## config.mk

```make
export PLATFORM = sky130hd
export DESIGN_NAME = fetch_unit
export DESIGN_NICKNAME = d
export VERILOG_FILES = /design/src/rtl/fetch_unit.sv
export SDC_FILE = /design/constraint.sdc
export NUM_CORES = 1
export LEC_CHECK = 0
export ABC_CLOCK_PERIOD_IN_PS = 4200
export CAP_MARGIN = 25
export CORE_AREA = 2 2 91 93
export DETAILED_ROUTE_END_ITERATION = 10
export DIE_AREA = 0 0 93 95
export DONT_BUFFER_PORTS = 1
export GPL_TIMING_DRIVEN = 0
export PLACE_DENSITY_LB_ADDON = 0.25
export RECOVER_POWER = 25
export SLEW_MARGIN = 20
export SYNTH_ARGS = -nofsm -noshare
export SYNTH_HDL_FRONTEND = slang
export SYNTH_SLANG_ARGS = --single-unit
```

## constraint.sdc

```tcl
create_clock -name clk_i -period 4.2 [get_ports clk_i]
set_clock_uncertainty 0.05 [all_clocks]
set_input_delay 0.84 -clock clk_i [delete_from_list [all_inputs] [get_ports clk_i]]
set_output_delay 0.84 -clock clk_i [all_outputs]
set_load 0.05 [all_outputs]
```

## src/rtl/fetch_unit.sv

```systemverilog
// fetch_unit: four-state instruction fetch FSM with branch redirect, stall hold and flush kill.
module fetch_unit #(
    parameter logic [31:0] RESET_PC = 32'h0000_0000
) (
    input  logic        clk_i,
    input  logic        rst_ni,
    input  logic [31:0] pc_four_i,
    input  logic        br_sel_i,
    input  logic [31:0] alu_data_i,
    input  logic        stall_i,
    input  logic        flush_i,
    input  logic [31:0] flush_pc_i,
    output logic [31:0] pc_o,
    output logic        imem_req_o,
    output logic [31:0] imem_addr_o,
    input  logic        imem_gnt_i,
    input  logic        imem_rvalid_i,
    input  logic [31:0] imem_rdata_i,
    output logic [31:0] instr_o,
    output logic        instr_valid_o,
    output logic        misalign_o
);
    typedef enum logic [1:0] {RST_S, REQ_S, WAIT_S, VALID_S} state_t;
    state_t      state, state_n;
    logic [31:0] pc_n, instr_n;
    logic        kill, kill_n, mis_n;

    always_ff @(posedge clk_i or negedge rst_ni) begin
        if (!rst_ni) begin
            state      <= RST_S;
            pc_o       <= RESET_PC;
            instr_o    <= '0;
            kill       <= 1'b0;
            misalign_o <= 1'b0;
        end else begin
            state      <= state_n;
            pc_o       <= pc_n;
            instr_o    <= instr_n;
            kill       <= kill_n;
            misalign_o <= mis_n;
        end
    end

    always_comb begin
        state_n = state;
        pc_n    = pc_o;
        instr_n = instr_o;
        kill_n  = kill;
        mis_n   = 1'b0;
        case (state)
            RST_S:   state_n = REQ_S;
            REQ_S:   state_n = imem_gnt_i ? WAIT_S : REQ_S;
            WAIT_S: begin
                if (imem_rvalid_i) begin
                    state_n = kill ? REQ_S : VALID_S;
                    instr_n = kill ? instr_o : imem_rdata_i;
                    kill_n  = 1'b0;
                end
            end
            VALID_S: begin
                if (!stall_i) begin
                    state_n = REQ_S;
                    pc_n    = br_sel_i ? {alu_data_i[31:2], 2'b00} : pc_four_i;
                    mis_n   = br_sel_i & |alu_data_i[1:0];
                end
            end
            default: state_n = RST_S;
        endcase
        // A flush may land while a grant is outstanding; the kill flag drops that response.
        if (flush_i) begin
            pc_n    = {flush_pc_i[31:2], 2'b00};
            mis_n   = |flush_pc_i[1:0];
            instr_n = instr_o;
            case (state)
                REQ_S: begin
                    state_n = imem_gnt_i ? WAIT_S : REQ_S;
                    kill_n  = imem_gnt_i;
                end
                WAIT_S: begin
                    state_n = imem_rvalid_i ? REQ_S : WAIT_S;
                    kill_n  = !imem_rvalid_i;
                end
                default: begin
                    state_n = REQ_S;
                    kill_n  = 1'b0;
                end
            endcase
        end
    end

    assign imem_req_o    = state == REQ_S;
    assign imem_addr_o   = pc_o;
    assign instr_valid_o = state == VALID_S;
endmodule

```

==> results of run 1 <==
==> layer usage <==
layer  part of all wire (%)  track usage [%]  routed length (um)  vias to the layer above
met4                   0.80            5.515                  74                        0
li1                       -                -                   -                     1186
met1                     39            23.14                3566                     1253
met2                     51            36.35                4708                      154
met3                    9.3            8.140                 859                        6
met5                      0                0                   0                        -
==> synthesized netlist by cell type (2+ instances only) <==
cell type  number
nand3b_1        2
o31ai_1        31
a211o_1         2
nand2_1        37
mux2_1          2
inv_1           4
a31oi_1         2
ha_1            5
o21ai_0         2
buf_2           7
clkbuf_1        9
buf_4          35
a211oi_1       32
a21oi_1         2
nand3_1         2
nor2_1         30
nor2b_1        22
nand2b_1        3
buf_6           6
mux2_2         30
dfrtp_1        68
and2b_1         9
==> state kept, by name, summed over array words and instances (netlist names) <==
register	cells
imem_addr_o	32
instr_o	32
state	2
kill	1
misalign_o	1
==> kinds of logic after synthesis <==
logic type	after synthesis	synth area share, %
AND/OR/NAND/NOR	106	14.36
AO/OA/AOI/OAI	73	14.98
flip-flops	68	47.27
buffers and inverters	62	11.64
multiplexers	32	10.01
adder cells (fa/ha/maj)	5	1.738
==> power by group <==
part / leakage (nW) / switching [mW] / internal (mW)
clock: 0.0958 / 0.263 / 0.277
sequential: 0.846 / 0.797 / 0.833
combinational: 0.767 / 0.398 / 0.268
==> area by class of cell <==
type	count	share of cell area, %
clock inverter	7	1.941
inverter	4	0.3819
clock buffer	9	3.151
tap	105	3.342
multi-input combinational	216	37.62
sequential	68	43.28
buffer	58	10.28
==> worst max-delay path: stages, from the launching register on <==
cell,delay (ps)
dfrtp_1,440
inv_1,100
ha_1,500
==> through the flow <==
step                util (%)  instance area [sq um]
global route           49.59                   3931
global placement       47.06                   3731
detailed placement     47.06                   3731
finish                 49.59                   3931
CTS                    49.59                   3931
floorplan                  -                   3600
==> how the worst max path moves through the flow <==
stage	startpoint	endpoint	cells after the start
final	state[1]	imem_req_o	2
after global routing	state[1]	imem_req_o	2
after CTS	state[1]	imem_req_o	2
after detailed placement	state[1]	imem_addr_o[10]	6
after global placement	state[1]	imem_addr_o[27]	6
after floorplan	flush_i	instr_o[0]	4
==> impl_metrics.csv, run 1 <==
group,metric,value,unit
run_status,outcome,"completed",
grt,grt.overflow.total,0,
grt,grt_pass1_wl,13.74,mm
synth,syn_inst,346,
synth,synth_cell_types,26,
synth,synth_edf_count,0,
critical_path,arrival,1370,ps
cells_and_area,mostFrequentLayoutCells,"68 x dfrtp_1, 37 x nand2_1, 35 x buf_4",
route,wire_per_inst,19.72,um
clock_tree,clock-sinks,68,
route,ant_nets,0,
critical_path,crit_fanout,5,
floorplan,fp.coreArea,0.007928,sq mm
floorplan,start_util,45.41,%
job,maxCapViolations,0,
cells_and_area,stdcell_count,467,
route,wl,9.209,mm
clock_tree,cts_inserted_buffers,9,
timing,timing.hold.ws,134.7,ps
floorplan,ios,234,
floorplan,die_height,95,um
timing,fin_ws,1935,ps
synth,ys_warn_count,0,
synth,ys.flop_type,"dfrtp_1",
synth,synth-seq-cells,68,
grt,track_usage,20.55,%
clock_tree,worstSkewPairLatency,340,ps
critical_path,worst_setup_path_end_kind,"output port",
cells_and_area,mostFrequentLayoutCell,"dfrtp_1",
synth,syn_avg_cell_area,10.40,sq um
grt,antenna_found_initial,0,
cells_and_area,num_antenna_cells,0,
cells_and_area,drive_gt1_share,26.52,%
cells_and_area,syn_to_final_growth,9.211,%
critical_path,r2r_end,"imem_addr_o[10]",
synth,synth_nets,486,
critical_path,worstReg2RegStart,"state[1]",
timing,hold_viol,0,
timing,rsz0062_at_grt,"false",
timing,fmax,0.4416,GHz
critical_path,critPathRequiredTime,3310,ps
synth,yosysSeqAreaShare,47.27,%
timing,setup_viol,0,
place,dp.cells,451,
route,num_vias,2599,
floorplan,die_x,93,um
timing,post-route-period-util,53.92,%
floorplan,std_cell_rows,33,
synth,synth_largest_area_cell,"dfrtp_1",
route,routed_via_density,5.565,
timing,slew_viol_final,0,
cells_and_area,multi_input_area,0.001479,sq mm
clock_tree,cts_tree,"done",
timing,tns,0,ps
pwr,power_density,721.2,mW/mm^2
cells_and_area,regArea,0.001702,sq mm
clock_tree,cts_setup_buffers,0,
clock_tree,cts_resized,0,
clock_tree,cts-root-buf,"clkbuf_8",
synth,synthArstFlopShare,100.0,%
critical_path,rrSetupSlack,2060,ps
floorplan,dieArea,0.008835,sq mm
timing,maxSlewHeadroom,60.28,%
critical_path,ff2ff_path_depth,6,
synth,netlist_area,0.003600,sq mm
place,dp_hpwl,7.039,mm
place,io_buffers,0,
cells_and_area,fillCellCount,746,
clock_tree,htree_levels,3,
pwr,ir_drop,223.2,uV
cells_and_area,nets,497,
route,drt_iter0_drc,69,
synth,synth.top_cell.area_share,47.27,%
synth,ys_top_cells_by_area,"dfrtp_1 47%, mux2_2 9.4%, buf_4 7.3%, a211oi_1 6.7%, o31ai_1 6.5%",
place,post-place-ws,2019,ps
clock_tree,cts_hold_buf,0,
place,gpl.final_weighted_congestion,0.7567,
clock_tree,clk_pin_slew,80,ps
timing,period_needed,2265,ps
critical_path,path_class,"reg -> out",
route,dr.pass1.iters,6,
pwr,p_leak,1.709,nW
hold_path,hold_class,"in -> async",
timing,worst-slew-pin-transition,595.8,ps
route,route.detailed.drc,0,
pwr,power,2.835,mW
critical_path,worst_setup_path_start_kind,"flip-flop",
grt,grt_max_degree,69,
grt,first_global_vias,2589,
clock_tree,cts_max_path_buffers,2,
Power figures use the tool's default switching activity.
==> run 2: changes to the inputs <==
ABC_CLOCK_PERIOD_IN_PS = 2300   (was 4200)
clock period = 2.3 ns   (was 4.2 ns; I/O delays follow)
==> impl_metrics.csv, run 2 (synthesis gave the netlist of run 1 again) <==
group,metric,value,unit
critical_path,arrival,2170,ps
route,drt_iter0_drc,80,
cells_and_area,nets,499,
cells_and_area,utilization,49.84,%
clock_tree,cts_setup_buffers,0,
cells_and_area,drive_gt1_share,26.92,%
floorplan,ios,234,
job,maxCapViolations,0,
timing,hold_viol,0,
critical_path,worstReg2RegStart,"state[1]",
route,wire_per_inst,19.72,um
critical_path,r2r_end,"imem_addr_o[10]",
route,num_vias,2615,
timing,fin_ws,325.4,ps
timing,post-route-period-util,85.85,%
timing,tns,0,ps
grt,met2_usage,36.29,%
pwr,pwr-share-seq,57.2,%
clock_tree,cts_tree,"done",
timing,fmax,0.5064,GHz
critical_path,rrSetupSlack,330,ps
pwr,p_clk_share,18.9,%
timing,rsz0062_at_grt,"false",
pwr,power_density,1317,mW/mm^2
cells_and_area,stdcell_count,469,
hold_path,holdPathStages,2,
floorplan,std_cell_rows,33,
route,route.detailed.drc,0,
grt,antenna_found_initial,0,
timing,timing.hold.ws,182.3,ps
pwr,power.internal,2.520,mW
route,wl,9.251,mm
grt,busiest_layer,"met2",
timing,setup_viol,0,
hold_path,hold-path-endpoint,"imem_addr_o[24]",
pwr,comb_power_share,23.9,%
timing,worst-slew-pin-transition,920.9,ps
floorplan,start_util,45.41,%
grt,track_usage,20.57,%
critical_path,worst_setup_path_start_kind,"flip-flop",
grt,grtUsageMet1,23.24,%
clock_tree,htree_levels,3,
clock_tree,worstSkewPairLatency,340,ps
grt,grt_pass1_wl,13.75,mm
clock_tree,clock-sinks,68,
critical_path,critPathRequiredTime,2500,ps
cells_and_area,mostFrequentLayoutCell,"dfrtp_1",
timing,period_needed,1975,ps
clock_tree,clk_pin_slew,80,ps
timing,slew_viol_final,0,
floorplan,fp.coreArea,0.007928,sq mm
pwr,p_leak,1.716,nW
hold_path,hold_class,"in -> reg",
critical_path,ff2ff_path_depth,6,
route,dr.pass1.iters,6,
pwr,power_switching,2.685,mW
cells_and_area,num_antenna_cells,0,
route,routed_via_density,5.576,
place,io_buffers,0,
clock_tree,cts-root-buf,"clkbuf_8",
grt,grtUsageMet3,8.140,%
pwr,ir_drop,408.7,uV
grt,grt_max_degree,69,
run_status,outcome,"completed",
cells_and_area,syn_to_final_growth,9.767,%
critical_path,worst_setup_path_end_kind,"flip-flop",
route,ant_nets,0,
grt,first_global_vias,2596,
critical_path,crit_fanout,10,
cells_and_area,mostFrequentLayoutCells,"68 x dfrtp_1, 37 x nand2_1, 35 x buf_4",
pwr,power.switching_fraction,51.58,%
timing,maxSlewHeadroom,38.61,%
critical_path,path_class,"reg -> reg",
floorplan,die_height,95,um
clock_tree,cts_max_path_buffers,2,
floorplan,die_x,93,um
clock_tree,cts_inserted_buffers,9,
place,post-place-ws,119.3,ps
place,gpl.final_weighted_congestion,0.7567,
place,dp.cells,451,
grt,grt.overflow.total,0,
hold_path,hold_path_startpoint,"flush_pc_i[24]",
floorplan,dieArea,0.008835,sq mm
place,dp_hpwl,7.039,mm
cells_and_area,fillCellCount,744,
[run 2: how the worst max path moves through the flow]
| stage | slack, ps | depth (start not counted) | from | end |
|---|---|---|---|---|
| global placement | 180 | 6 | state[1] | imem_addr_o[27] |
| global route | 170 | 6 | state[1] | imem_addr_o[20] |
| finish | 330 | 6 | state[1] | imem_addr_o[10] |
| floorplan | 430 | 6 | state[0] | imem_addr_o[10] |
| CTS | 130 | 6 | state[1] | imem_addr_o[26] |
| detailed placement | 120 | 6 | state[1] | imem_addr_o[10] |
[run 2: metrics by stage]
| stage | total power [mW] | instance area, sq um |
|---|---|---|
| floorplan | 4.014 | 3600 |
| global placement | 4.201 | 3731 |
| detailed placement | 4.246 | 3731 |
| CTS | 5.275 | 3969 |
| global route | 5.450 | 3951 |
| finish | 5.205 | 3951 |
[run 2: power by group through the flow]
stage | Clock [mW] | Sequential, mW | Combinational [mW]
after floorplan | 0 | 2.92 | 1.09
after global routing | 1.07 | 3.03 | 1.35
final | 0.986 | 2.98 | 1.24
after detailed placement | 0 | 3.01 | 1.23
after CTS | 1.02 | 2.99 | 1.26
after global placement | 0 | 3.00 | 1.20
[run 2: layout make-up]
cell class / count / area (sq um) / share of cell area, %
Multi-Input combinational cell: 216 / 1481 / 37.49
Tap cell: 105 / 131.4 / 3.325
Timing Repair Buffer: 2 / 17.52 / 0.4433
Clock buffer: 9 / 123.9 / 3.135
Clock inverter: 7 / 76.32 / 1.932
Buffer: 58 / 404.1 / 10.23
Inverter: 4 / 15.01 / 0.3800
Sequential cell: 68 / 1702 / 43.07
[run 2: what timing repair did]
item / CTS / global route
resized for setup: 0 / 1
endpoints found under the hold margin: 68 / 0
hold buffers: 2 / 0
setup endpoints to repair: 0 / 2
[run 2: worst max-delay path, stage by stage, from the launching register on]
cell	delay, ps
dfrtp_1	440
ha_2	420
nor2b_1	180
clkbuf_1	290
buf_6	200
nor2_1	50
o31ai_1	250
[run 2: metal layers]
| layer | vias up | routed length (um) |
|---|---|---|
| met5 | - | 0 |
| met4 | 0 | 74 |
| met3 | 6 | 863 |
| met2 | 154 | 4736 |
| met1 | 1265 | 3577 |
| li1 | 1190 | - |
